===== src/rtl/dmem_arbiter.sv =====
// dmem_arbiter: round-robin CPU/loader access to a word-wide synchronous RAM with sub-word read extraction and read-modify-write
// Optional misaligned-access trap: define DMEM_MISALIGN_TRAP_EN
module dmem_arbiter #(
    parameter int RAM_AW    = 14,
    parameter bit LAST_INIT = 1'b1
) (
    input  logic              clock,
    input  logic              reset,
    input  logic              cpu_req,
    input  logic              cpu_we,
    input  logic [1:0]        cpu_size,
    input  logic              cpu_unsigned,
    input  logic [31:0]       cpu_addr,
    input  logic [31:0]       cpu_wdata,
    output logic              cpu_ack,
    output logic [31:0]       cpu_rdata,
    input  logic              ldr_req,
    input  logic              ldr_we,
    input  logic [31:0]       ldr_addr,
    input  logic [31:0]       ldr_wdata,
    output logic              ldr_ack,
    output logic [31:0]       ldr_rdata,
    output logic              ram_we,
    output logic [RAM_AW-1:0] ram_addr,
    output logic [31:0]       ram_wdata,
    input  logic [31:0]       ram_rdata,
    output logic              busy,
    output logic              err
);
    typedef enum logic [2:0] {IDLE, ACCESS, WAIT, MERGE_WR, DONE} state_t;
    state_t            r_state, w_next;
    logic              r_last, r_id, r_we, r_uns, r_cpu_ack, r_ldr_ack, r_err;
    logic [1:0]        r_size;
    logic [RAM_AW+1:0] r_addr;
    logic [31:0]       r_wdata, r_merged, r_cpu_rdata, r_ldr_rdata;
    logic              w_tie, w_grant, w_pick_ldr, w_g_we, w_misalign, w_word_wr, w_nid, w_unused;
    logic [1:0]        w_g_size;
    logic [31:0]       w_g_addr, w_g_wdata, w_ext, w_merge;
    logic [4:0]        w_sh;
    logic [7:0]        w_byte;
    logic [15:0]       w_half;
    assign w_tie      = cpu_req & ldr_req;
    assign w_grant    = cpu_req | ldr_req;
    assign w_pick_ldr = ldr_req & (~cpu_req | ~r_last);
    assign w_g_we     = w_pick_ldr ? ldr_we : cpu_we;
    assign w_g_size   = w_pick_ldr ? 2'b10 : cpu_size;
    assign w_g_addr   = w_pick_ldr ? ldr_addr : cpu_addr;
    assign w_g_wdata  = w_pick_ldr ? ldr_wdata : cpu_wdata;
`ifdef DMEM_MISALIGN_TRAP_EN
    assign w_misalign = w_g_size[1] ? |w_g_addr[1:0] : (w_g_size[0] & w_g_addr[0]);
`else
    assign w_misalign = 1'b0;
`endif
    assign w_word_wr  = r_we & r_size[1];
    assign w_nid      = (r_state == IDLE) ? w_pick_ldr : r_id;
    assign w_sh       = {r_addr[1:0], 3'b000};
    assign w_byte     = 8'(ram_rdata >> w_sh);
    assign w_half     = r_addr[1] ? ram_rdata[31:16] : ram_rdata[15:0];
    assign w_ext      = r_size[1] ? ram_rdata
                      : r_size[0] ? {{16{~r_uns & w_half[15]}}, w_half}
                      : {{24{~r_uns & w_byte[7]}}, w_byte};
    assign w_merge    = r_size[0] ? (r_addr[1] ? {r_wdata[15:0], ram_rdata[15:0]} : {ram_rdata[31:16], r_wdata[15:0]})
                      : (ram_rdata & ~(32'hFF << w_sh)) | ({24'd0, r_wdata[7:0]} << w_sh);
    assign w_unused   = ^{cpu_addr[31:RAM_AW+2], ldr_addr[31:RAM_AW+2]};
    // A merge write pending when reset arrives must not reach the RAM
    assign ram_we     = ~reset & ((r_state == ACCESS & w_word_wr) | r_state == MERGE_WR);
    assign ram_addr   = r_addr[RAM_AW+1:2];
    assign ram_wdata  = (r_state == MERGE_WR) ? r_merged : r_wdata;
    assign busy       = r_state != IDLE;
    assign cpu_ack    = r_cpu_ack;
    assign ldr_ack    = r_ldr_ack;
    assign cpu_rdata  = r_cpu_rdata;
    assign ldr_rdata  = r_ldr_rdata;
    assign err        = r_err;
    // Next-state logic for the access sequence
    always_comb begin
        w_next = r_state;
        case (r_state)
            IDLE:     w_next = w_grant ? (w_misalign ? DONE : ACCESS) : IDLE;
            ACCESS:   w_next = w_word_wr ? DONE : WAIT;
            WAIT:     w_next = r_we ? MERGE_WR : DONE;
            MERGE_WR: w_next = DONE;
            default:  w_next = IDLE;
        endcase
    end
    // State, grant latch, read capture/merge and one-cycle ack generation
    always_ff @(posedge clock) begin
        if (reset) begin
            r_state     <= IDLE;
            r_last      <= LAST_INIT;
            r_id        <= 1'b0;
            r_we        <= 1'b0;
            r_size      <= 2'b00;
            r_uns       <= 1'b0;
            r_addr      <= '0;
            r_wdata     <= '0;
            r_merged    <= '0;
            r_cpu_ack   <= 1'b0;
            r_ldr_ack   <= 1'b0;
            r_cpu_rdata <= '0;
            r_ldr_rdata <= '0;
            r_err       <= 1'b0;
        end else begin
            r_state   <= w_next;
            r_cpu_ack <= (w_next == DONE) & ~w_nid;
            r_ldr_ack <= (w_next == DONE) & w_nid;
            r_err     <= (w_next == DONE) & (r_state == IDLE);
            if (r_state == IDLE && w_grant) begin
                r_id    <= w_pick_ldr;
                r_we    <= w_g_we;
                r_size  <= w_g_size;
                r_uns   <= ~w_pick_ldr & cpu_unsigned;
                r_addr  <= w_g_addr[RAM_AW+1:0];
                r_wdata <= w_g_wdata;
                if (w_tie)
                    r_last <= w_pick_ldr;
                if (w_misalign && w_pick_ldr)
                    r_ldr_rdata <= '0;
                if (w_misalign && !w_pick_ldr)
                    r_cpu_rdata <= '0;
            end
            if (r_state == WAIT) begin
                r_merged <= w_merge;
                if (!r_we && r_id)
                    r_ldr_rdata <= w_ext;
                if (!r_we && !r_id)
                    r_cpu_rdata <= w_ext;
            end
        end
    end
endmodule


===== config.mk =====
export PLATFORM = sky130hd
export DESIGN_NAME = dmem_arbiter
export DESIGN_NICKNAME = d
export VERILOG_FILES = /design/src/rtl/dmem_arbiter.sv
export SDC_FILE = /design/constraint.sdc
export NUM_CORES = 1
export LEC_CHECK = 0
export ABC_AREA = 0
export BUFFER_PORTS_ARGS = -buffer_cell sky130_fd_sc_hd__buf_2
export CAP_MARGIN = 20
export CORE_ASPECT_RATIO = 0.7
export CORE_MARGIN = 10
export CORE_UTILIZATION = 45
export DETAILED_ROUTE_END_ITERATION = 7
export PLACE_DENSITY = 0.77
export SLEW_MARGIN = 20
export SYNTH_ARGS = -nofsm -noshare
export SYNTH_HDL_FRONTEND = slang
export SYNTH_SLANG_ARGS = --single-unit

===== constraint.sdc =====
create_clock -name clock -period 1.7 [get_ports clock]
set_input_delay 0.34 -clock clock [delete_from_list [all_inputs] [get_ports clock]]
set_output_delay 0.34 -clock clock [all_outputs]
set_load 0.01 [all_outputs]

[After elaboration in Yosys (flattened, before gate mapping)]
Cells that the tools add are included.
Storage, ports and cells
  input port bits: 169
  output and inout bits: 115
  word-level logic and storage cells: 69
  bits in registers: 156
Cells by class
  bitwise operators: 23
  muxes and demuxes: 15
  shift operators: 3
  reductions and logical operators: 10
  eq/ne operators: 4
Operators with widths (number)
  two-way mux 32 bit: 6
  AND 32 bit: 1
  two-way mux 16 bit: 2
  inverter 32 bit: 1
  bitwise OR 32 bit: 1
  << shifter 8 x 5 -> 32 bit: 1
  << shifter 8 x 5 -> 32 bit, first input constant: 1
  right shift 32 x 5 -> 8 bit: 1
  one-hot mux 3 bit (4 select lines): 1
  AND 1 bit: 11
  equality test 3 x 2 -> 1 bit, second input constant: 2
  two-way mux 3 bit: 2
  inverter 1 bit: 6
  AND reduction 2 bit: 3
  equality test 3 x 1 -> 1 bit, second input constant: 1
  equality test 3 bit, second input constant: 1
  logical AND 1 bit: 3
  logical NOT 3 bit: 1
  two-way mux 1 bit: 3
  bitwise OR 1 bit: 3
  nonzero test 3 bit: 1
  logical NOT 1 bit: 2
  two-way mux 2 bit: 1

[Longest topological paths before layout]
Gate-level depths: netlist (run 1).
  word-level depth: 6
  depth in mapped cells: 8
  gate-level depth less buffers: 5

[Worst setup path after synthesis (run 1)]
OpenSTA, ideal clock, no wires.
  kind: register to register
  start: register r_state[0]
  end: register r_cpu_rdata[20] (netlist: cpu_rdata[20])
  data arrival time: 1.696 ns
  required time: 1.566 ns
  clock period less this slack: 1.831 ns
  cell stages (with the launch flop): 8
  setup slack: -0.131 ns
  buffers on the path: 3
  library setup time: 0.134 ns
  cell sequence: dfxtp_1 > buf_2 > or3b_1 > or3_1 > buf_2 > a21oi_2 > buf_4 > a211oi_1
Between the ends
  cells in the longest elaborated chain, start to end: 2
Ends and longest elaborated chain
  start: declaration: RTL line 31  | state_t r_state, w_next;
  start signal: assignment: RTL line 104  | r_state <= w_next;
  equality test 3 x 2 -> 1 bit: RTL line 122  | if (r_state == WAIT) begin
  AND reduction 2 bit (no source line)
  end signal: assignment: RTL line 127  | r_cpu_rdata <= w_ext;
  end: declaration: RTL line 35  | logic [31:0] r_wdata, r_merged, r_cpu_rdata, r_ldr_rdata;
Every way passes these cells.
A chain may end at the register's enable or synchronous reset.

[Worst setup path after layout (run 1)]
  start: register r_state[1]
  end: output ram_wdata[4]
Between the ends
  cells in the longest elaborated chain, start to end: 2
Ends and longest elaborated chain
  equality test 3 x 2 -> 1 bit: RTL line 68  | assign ram_wdata = (r_state == MERGE_WR) ? r_merged : r_wdata;
  two-way mux 32 bit: RTL line 68
  end: declaration: RTL line 25  | output logic [31:0] ram_wdata,
Every way passes these cells.

==> impl_metrics.yaml, run 1 <==
synthesis:
  syn_area_um2: 7610
  synth-seq-area-share_pct: 41.0
  syn_nets: 1012
  ys_seq_elements: 156
  syn_inst: 843
  avgSynthCellArea_um2: 9.03
  ys_top_cells_by_area: "dfxtp_1 41%, a211oi_1 8.8%, mux2i_1 8.2%, nor2_1 5.8%, mux2_2 4.7%"
  synth_enable_flop_cells: 0
  synth.top_cell.area_share_pct: 41.0
  yosysMostFrequentCell: "dfxtp_1"
  synthDistinctLibCells: 45
  synth_top_cell_by_area: "dfxtp_1"
  yosys_warnings: 0
  synth_commonest_cells: "156 x dfxtp_1, 118 x nor2_1, 89 x a211oi_1"
  synth_ff_type: "dfxtp_1"
  ys_async_sr_fraction_pct: 0
hold_path:
  min_to: "r_uns$_SDFFE_PP0P_"
  min_from: "cpu_unsigned"
  holdPathStages: 3
  hp-class: "input port to flip-flop"
sta:
  worst_pin_slew_ns: 0.697
  fmax_mhz: 466
  period_share_pct: 126
  post-route-min-period_ns: 2.15
  final_max_slew_viol_count: 0
  setup_viol_count_final: 127
  holdWs_ns: 0.210
  worst_slack_ns: -0.445
  grt_setup_unrepaired: "true"
  finalHoldViolCount: 0
  max_slew_margin_pct: 53.6
  fin_skew_ns: 0.00738
worst_setup_path:
  slowest_delay_ns: 0.34
  worstPathRequired_ns: 1.36
  r2r_slack_ns: -0.27
  reg2reg_to: "ldr_rdata[19]$_SDFFE_PP0P_"
  criticalPathCategory: "flip-flop to output pin"
  critPathLaunchType: "flip-flop"
  reg2reg_from: "r_state[2]$_SDFF_PP0_"
  cp-end-kind: "output pin"
  reg2reg_depth: 7
  crit_fanout: 8
  cp.arrival_ns: 1.81
  cp_cell_sequence: "buf_6 > nand3b_1 > buf_4 > buf_6 > mux2_2 > buf_2"
  cp_common_cell: "buf_6"
  crit_slowest_cell: "mux2_2"
floorplan:
  start_util_pct: 46.3
  die_area_um2: 22600
  ios: 284
  die_w_um: 175
  dieHeight_um: 129
  rows: 39
  core_region_area_um2: 16400
place:
  dp.cells: 1283
  port_buffers: 251
  gp_congestion: 0.937
  place_area_um2: 9380
  dp_hpwl_mm: 19.7
drt:
  routed_via_density: 5.78
  antenna_left: 0
  wl_per_cell_um: 21.8
  vias: 7819
  drt_wl_total_mm: 29.5
  drc: 0
  drt_iter0_drc: 838
  first_pass_iters: 6
cells_and_area:
  layout-drive-gt1-share_pct: 46.2
  stdcell_count: 1353
  area_growth_pct: 47.3
  nets: 1282
  fin_area_um2: 11200
clock_tree:
  cts.sinks: 156
  tritoncts: "yes"
  tritoncts.num_buffers: 17
  cts_root_buf: "clkbuf_16"
  clock_path_buffers: 2
  ctsHoldBuffers: 0
  cts_max_level: 4
  insertion_delay_ns: 0.43
  clk_pin_slew_worst_paths_ns: 0.06
run_status:
  violations: "setup timing"
  status: "complete, but fails checks"
pwr:
  total_leakage_power_nw: 4.75
  powerDensity_nw_per_um2: 1130
  ir_drop_v: 0.000510
grt:
  grt_overflow: 0
  grt_pass1_wl_mm: 41.4
  grt_pass1_vias: 7391
  grt_max_degree: 89
  grtUsageTotal_pct: 22.8
  antenna_found_initial: 2
flow_run:
  cap_violations: 0
## power breakdown
group	internal (mW)	switching, mW	total, mW
registers	4.02	0.310	4.33
logic	1.98	2.10	4.08
clock network	2.61	1.61	4.23
total	8.61	4.03	12.6
## cell type report
cell class,count,area (µm²)
Fill cell,1273,5230
Multi-Input combinational cell,582,4470
Sequential cell,156,3130
Timing Repair Buffer,343,2630
Clock buffer,18,429
Tap cell,225,282
Clock inverter,14,218
Inverter,13,48.8
Antenna cell,2,5.00
## repair_timing
item | CTS | global route
endpoints found under the setup margin | 79 | 170
resized for setup | 16 | 149
cloned | 2 | 12
pin swaps | 2 | 56
buffers inserted | 4 | 18
## layout by cell type (no fill, tap or decap), types with 4 or more instances in the layout
cell type,count
a211oi_1,55
a211oi_2,43
a21oi_1,26
a21oi_2,5
a2bb2oi_1,8
a311oi_1,8
buf_12,19
buf_2,233
buf_4,41
buf_6,30
buf_8,8
bufinv_16,5
clkbuf_16,27
dfxtp_1,151
dfxtp_2,4
inv_1,11
mux2_2,17
mux2_4,15
mux2i_1,59
nand2_1,47
nand2b_1,9
nand3_1,9
nand3b_1,34
nor2_1,85
nor2_2,30
nor2b_1,17
nor3_1,9
nor4b_1,6
nor4bb_1,6
o211ai_1,6
o21a_1,7
o21ai_0,18
o221ai_1,16
o41ai_1,8
o41ai_2,8
## flip-flops by register name, summed over array words and instances, names as in the netlist
| register | cells |
|---|---|
| cpu_ack | 1 |
| cpu_rdata | 32 |
| err | 1 |
| ldr_ack | 1 |
| ldr_rdata | 32 |
| r_addr | 16 |
| r_id | 1 |
| r_last | 1 |
| r_merged | 32 |
| r_size | 2 |
| r_state | 3 |
| r_uns | 1 |
| r_wdata | 32 |
| r_we | 1 |
## logic make-up (layout without fill, tap and decap cells)
family          after synthesis  count (layout)  share of synthesized area, %
mux                          95              95                          13.2
simple gates                267             267                          17.7
buf+inv                     105             388                          6.43
other cells                   1               3                        0.0493
compound gates              218             218                          21.5
flops                       156             156                          41.0
xor+xnor                      1               1                         0.115
## metrics by stage
stage	power, mW	setup TNS, ns	utilization, %	worst slack [ns]
floorplan	6.21	-0.645	-	-0.0487
global placement	7.34	-0.312	57.0	-0.0306
detailed placement	7.41	-1.20	57.0	-0.121
CTS	11.7	-15.19	62.0	-0.409
global route	13.1	-29.16	68.2	-0.471
finish	12.6	-22.26	68.2	-0.445
## worst max-delay path by stage
| stage | startpoint | endpoint | cells past startpoint |
|---|---|---|---|
| final | r_state[1]$_SDFF_PP0_ | ram_wdata[4] | 6 |
| after global placement | r_state[2]$_SDFF_PP0_ | ldr_rdata[21]$_SDFFE_PP0P_ | 6 |
| after CTS | r_state[1]$_SDFF_PP0_ | ram_wdata[16] | 5 |
| after floorplan | r_state[0]$_SDFF_PP0_ | cpu_rdata[11]$_SDFFE_PP0P_ | 6 |
| after global routing | r_state[0]$_SDFF_PP0_ | ram_wdata[4] | 6 |
| after detailed placement | r_state[2]$_SDFF_PP0_ | ldr_rdata[20]$_SDFFE_PP0P_ | 6 |
## per-layer routing
| layer | global-route usage, % | vias to the layer above | part of all wire (%) |
|---|---|---|---|
| met2 | 35.7 | 436 | 46 |
| met1 | 28.8 | 3722 | 41 |
| met3 | 9.61 | 37 | 12 |
| met4 | 4.87 | 0 | 1.3 |
| met5 | 0 | - | 0 |
| li1 | - | 3624 | - |
## critical path: cells and delay by family, from the launching register on
kind,cells,cell delay (ns)
DFF,1,0.33
and+or+nand+nor,1,0.12
buffers and inverters,4,0.58
muxes,1,0.34
No activity file was read; power rests on OpenSTA's default activity.
==> run 2: changes to the inputs <==
MAX_ROUTING_LAYER = met4   (was unset)
PLACE_DENSITY = 0.83   (was 0.77)
==> run 2 against run 1 <==
Compared with the run above:
- die area did not move
- design area increased by 2.4%
- register-to-register slack about the same
- largest cell class unchanged
- maximum frequency decreased by 0.48%
- wire length increased by 3.1%
- the run still ends with setup timing left
- via count is 1.2% higher
- critical path type unchanged
- non-clock buffer count rose by 7
- hold slack improved by 0.0016 ns
==> impl_metrics.yaml, run 2 (synthesized netlist as in run 1, its figures left out) <==
sta:
  max_slew_margin_pct: 53.6
  post-route-min-period_ns: 2.16
  finalHoldViolCount: 0
  fmax_mhz: 464
  holdWs_ns: 0.211
  period_share_pct: 127
  worst_slack_ns: -0.456
  fin_setup_tns_ns: -26.22
  final_max_slew_viol_count: 0
  grt_setup_unrepaired: "true"
  setup_viol_count_final: 134
  fin_skew_ns: 0.00921
  worst_pin_slew_ns: 0.689
clock_tree:
  cts.sinks: 156
  cts_root_buf: "clkbuf_16"
  tritoncts: "yes"
  tritoncts.num_buffers: 17
  clock_path_buffers: 2
  insertion_delay_ns: 0.43
  cts_max_level: 4
  ctsHoldBuffers: 0
  clk_pin_slew_worst_paths_ns: 0.06
drt:
  first_pass_iters: 6
  antenna_left: 0
  drt_iter0_drc: 1091
  routed_via_density: 5.82
  drc: 0
  vias: 7914
  drt_wl_total_mm: 30.4
  wl_per_cell_um: 22.4
place:
  dp_hpwl_mm: 19.9
  gp_congestion: 0.967
  place_area_um2: 9310
  port_buffers: 251
  dp.cells: 1279
cells_and_area:
  final_common_cell: "buf_2"
  area_growth_pct: 50.8
  layout-drive-gt1-share_pct: 45.2
  final_cell_mix: "219 x buf_2, 152 x dfxtp_1, 107 x nor2_1, 62 x mux2i_1, 52 x a211oi_2"
  nets: 1289
  fin_area_um2: 11500
  stdcell_count: 1359
grt:
  grt_overflow: 0
  antenna_found_initial: 1
  grt_pass1_vias: 7535
  grtUsageTotal_pct: 24.4
  grt_pass1_wl_mm: 42.3
  grt_max_degree: 50
floorplan:
  die_area_um2: 22600
  ios: 284
  die_w_um: 175
  dieHeight_um: 129
  start_util_pct: 46.3
  core_region_area_um2: 16400
  rows: 39
worst_setup_path:
  crit_fanout: 8
  r2r_slack_ns: -0.28
  reg2reg_depth: 10
  worstPathRequired_ns: 1.36
  cp.arrival_ns: 1.82
  critPathLaunchType: "flip-flop"
  criticalPathCategory: "flip-flop to output pin"
  cp-end-kind: "output pin"
pwr:
  ir_drop_v: 0.000628
  total_leakage_power_nw: 4.94
  powerDensity_nw_per_um2: 1080
run_status:
  violations: "setup timing"
  status: "complete, but fails checks"
hold_path:
  hp-class: "input port to flip-flop"
  holdPathStages: 3
flow_run:
  cap_violations: 0
run 2: cell count changes in the layout (fill, tap and decap cells not counted), moves of 10 or more:
cell      change
nor2_1       +22
buf_6        +20
nor2_2       -20
buf_2        -14
mux2_2       -11
mux2_4       +11
a211oi_1     -10
o21ai_0      -10
o21ai_1      +10
run 2: metrics by stage:
step,worst slack (ns),utilization (%),total power [mW]
2_1_floorplan,-0.0487,-,6.21
5_1_grt,-0.504,69.8,12.9
6_report,-0.456,69.8,12.4
3_3_place_gp,-0.0308,56.6,7.28
3_5_place_dp,-0.0997,56.6,7.35
4_1_cts,-0.430,64.6,11.6
run 2: path summary, 6_finish.rpt:
| kind | from | endpoint |
|---|---|---|
| max | r_state[1]$_SDFF_PP0_ | ram_wdata[6] |
| min | cpu_unsigned | r_uns$_SDFFE_PP0P_ |
| max reg2reg | r_state[1]$_SDFF_PP0_ | r_wdata[6]$_SDFFE_PP0P_ |
| min reg2reg | r_merged[8]$_SDFFE_PP0N_ | r_merged[8]$_SDFFE_PP0N_ |
run 2: layout make-up:
| class | count | area, µm² |
|---|---|---|
| Fill cell | 1239 | 4960 |
| Multi-Input combinational cell | 582 | 4490 |
| Sequential cell | 156 | 3130 |
| Timing Repair Buffer | 350 | 2940 |
| Clock buffer | 18 | 439 |
| Tap cell | 225 | 282 |
| Clock inverter | 14 | 145 |
| Inverter | 13 | 48.8 |
| Antenna cell | 1 | 2.50 |
run 2: worst max-delay path: stages (launching register included):
cell	delay, ns
dfxtp_2	0.34
buf_6	0.10
nand3b_1	0.15
buf_6	0.18
clkbuf_16	0.17
mux2_4	0.32
buf_6	0.13
run 2: timing repair:
action,CTS,global route
gates cloned,9,15
gates resized for setup,87,112
setup endpoints to repair,112,165
buffers inserted,15,9
pin swaps,23,46
run 2: metal layers:
layer	wire, µm	global-route usage (%)	vias up
met1	13100	31.4	3788
met3	3100	8.09	60
li1	-	-	3639
met4	644	6.31	0
met2	13500	36.1	427
met5	0	-	-
run 2: where the power goes:
| part | internal, mW | switching [mW] | leakage [nW] |
|---|---|---|---|
| logic | 2.11 | 2.18 | 3.39 |
| registers | 4.02 | 0.293 | 1.28 |
| clock network | 2.20 | 1.61 | 0.278 |
| total | 8.33 | 4.09 | 4.94 |
==> run 3: changes to the inputs <==
RECOVER_POWER = 25   (was unset)
clock period = 1.75 ns   (was 1.7 ns; I/O delays follow)
==> run 3 against run 2 <==
Compared with the run above:
- the run still ends with setup timing left
- worst setup slack better by 0.058 ns
- clock skew shrank 0.0013 ns
- clock power up 11%
- design area rose by 2.6%
- hold slack improved by 0.024 ns
- power grew 2.2%
- core utilization grew 1.8 points
- first-iteration DRC count shrank 4.5%
- largest cell class unchanged
- global-route usage rose by 0.11 points
- sequential share of layout area down 0.67 points
- flip-flop and latch count unchanged
==> impl_metrics.yaml, run 3 (synthesized netlist as in run 1, its figures left out) <==
cells_and_area:
  multi_input_area_um2: 4740
  final-seq-area_um2: 3130
  layout-drive-gt1-share_pct: 46.5
  n_fill_cell: 1180
  nets: 1288
  diodes: 0
  postLayoutCoreUtil_pct: 71.6
  final_common_cell: "buf_2"
  final_cell_mix: "187 x buf_2, 152 x dfxtp_1, 92 x nor2_1, 74 x a211oi_2, 62 x mux2i_1"
  area_growth_pct: 54.7
sta:
  grt_setup_unrepaired: "true"
  worst_slack_ns: -0.398
  period_share_pct: 123
  setup_viol_count_final: 142
  finalHoldViolCount: 0
  max_slew_margin_pct: 34.1
  post-route-min-period_ns: 2.15
  fin_setup_tns_ns: -24.70
  fin_skew_ns: 0.00787
  fmax_mhz: 466
  final_max_slew_viol_count: 0
  worst_pin_slew_ns: 0.988
clock_tree:
  tritoncts.num_buffers: 17
  cts_max_level: 4
  clock_path_buffers: 2
  cts.sinks: 156
  cts_root_buf: "clkbuf_16"
  clk_pin_slew_worst_paths_ns: 0.06
  ctsHoldBuffers: 0
  insertion_delay_ns: 0.43
  tritoncts: "yes"
grt:
  grt_max_degree: 172
  grtUsageTotal_pct: 24.5
  antenna_found_initial: 0
  grt_pass1_vias: 7508
  grt_pass1_wl_mm: 42.6
  grt_overflow: 0
worst_setup_path:
  criticalPathCategory: "flip-flop to output pin"
  critPathLaunchType: "flip-flop"
  cp-end-kind: "output pin"
  reg2reg_depth: 11
  crit_fanout: 8
  crit_slowest_cell: "dfxtp_2"
  cp.arrival_ns: 1.80
  cpLargestDelayFamily: "buffers and inverters"
  cp_common_cell: "buf_6"
  worstPathRequired_ns: 1.40
  path_buf_inv: 4
  slowest_delay_ns: 0.33
  cp_cell_sequence: "buf_6 > nand3b_1 > buf_6 > buf_12 > mux2_4 > buf_6"
  cp.depth: 6
floorplan:
  ios: 284
  die_area_um2: 22600
  core_region_area_um2: 16400
  start_util_pct: 46.3
  dieHeight_um: 129
  rows: 39
  die_w_um: 175
hold_path:
  hp-class: "input port to flip-flop"
  holdPathStages: 3
place:
  dp_hpwl_mm: 19.6
  port_buffers: 251
  gp_congestion: 0.964
drt:
  drt_wl_total_mm: 32.3
  drc: 0
  first_pass_iters: 6
  wl_per_cell_um: 23.8
  routed_via_density: 5.96
  antenna_left: 0
  vias: 8084
  drt_iter0_drc: 1042
pwr:
  pwr-share-seq_pct: 33.1
  internal_power_mw: 8.69
  power.share.clock_pct: 33.4
  p_switching_mw: 4.00
  total_leakage_power_nw: 4.97
  combPwrFrac_pct: 33.5
  power.share.switching_pct: 31.5
  ir_drop_v: 0.000777
  powerDensity_nw_per_um2: 1080
run_status:
  violations: "setup timing"
  status: "complete, but fails checks"
flow_run:
  cap_violations: 0
[run 3: changes by cell type in the layout (fill, tap and decap cells not counted), moves of 4 or more]
cell        before  now
nor2_2          10   19
nor2_4           1    7
nor2_1         107   92
a211oi_2        52   74
clkbuf_8         1    6
a211oi_1        45   24
buf_2          219  187
mux2_4          26   32
mux2_2           6    0
clkinv_2         4    0
clkbuf_1         0   33
clkinvlp_4       4    0
o21ai_1         13    7
o21ai_2          1    7
[run 3: per-layer routing]
metal	vias to the layer above	wire length, µm	GRT usage [%]
met5	-	0	-
met4	0	549	6.61
met3	59	3210	7.66
met2	471	14800	37.5
met1	3933	13800	30.8
li1	3621	-	-
[run 3: cell type report]
cell class,instances,area share (%)
Multi-Input combinational cell,582,40.3
Sequential cell,156,26.6
Timing Repair Buffer,349,24.6
Clock buffer,27,4.44
Tap cell,225,2.39
Clock inverter,5,1.27
Inverter,13,0.414
[run 3: what timing repair did]
action                                  in CTS  in global routing
resized for setup                          103                169
gates cloned                                 6                 19
endpoints found under the setup margin      75                161
setup buffers                                8                 20
pin swaps                                    3                 72
endpoints found under the hold margin        0                  0
[run 3: worst paths after layout]
check / slack [ns] / to / startpoint
worst max register to register: -0.21 / r_wdata[23]$_SDFFE_PP0P_ / r_state[1]$_SDFF_PP0_
worst max-delay path: -0.40 / ram_wdata[13] / r_state[1]$_SDFF_PP0_
worst min register to register: 0.46 / r_merged[13]$_SDFFE_PP0N_ / r_merged[13]$_SDFFE_PP0N_
worst min-delay path: 0.24 / r_uns$_SDFFE_PP0P_ / cpu_unsigned
[run 3: worst register-to-register path, cell delays in order (launching register included)]
cell,delay [ns]
dfxtp_2,0.33
buf_6,0.11
buf_6,0.11
buf_6,0.11
buf_6,0.11
nor3_4,0.19
inv_2,0.09
nor2_4,0.16
buf_12,0.17
buf_12,0.15
clkbuf_16,0.19
a211oi_2,0.08
[run 3: power groups by stage]
| stage | clock network, mW | logic, mW | registers, mW |
|---|---|---|---|
| floorplan | 0 | 1.86 | 4.17 |
| global placement | 0 | 2.80 | 4.22 |
| detailed placement | 0 | 2.86 | 4.23 |
| CTS | 4.24 | 3.27 | 4.17 |
| global route | 4.40 | 4.48 | 4.23 |
| finish | 4.23 | 4.25 | 4.20 |
[run 3: stage by stage]
stage / std cells / setup slack, ns / instance area, µm² / hold slack [ns] / total power [mW]
floorplan: 843 / 0.000771 / 7650 / 0.429 / 6.03
global placement: 1273 / -0.00353 / 9230 / 0.438 / 7.02
detailed placement: 1273 / -0.0867 / 9230 / 0.445 / 7.09
CTS: 1319 / -0.364 / 10600 / 0.210 / 11.7
global route: 1357 / -0.445 / 11800 / 0.239 / 13.1
finish: 1357 / -0.398 / 11800 / 0.236 / 12.7
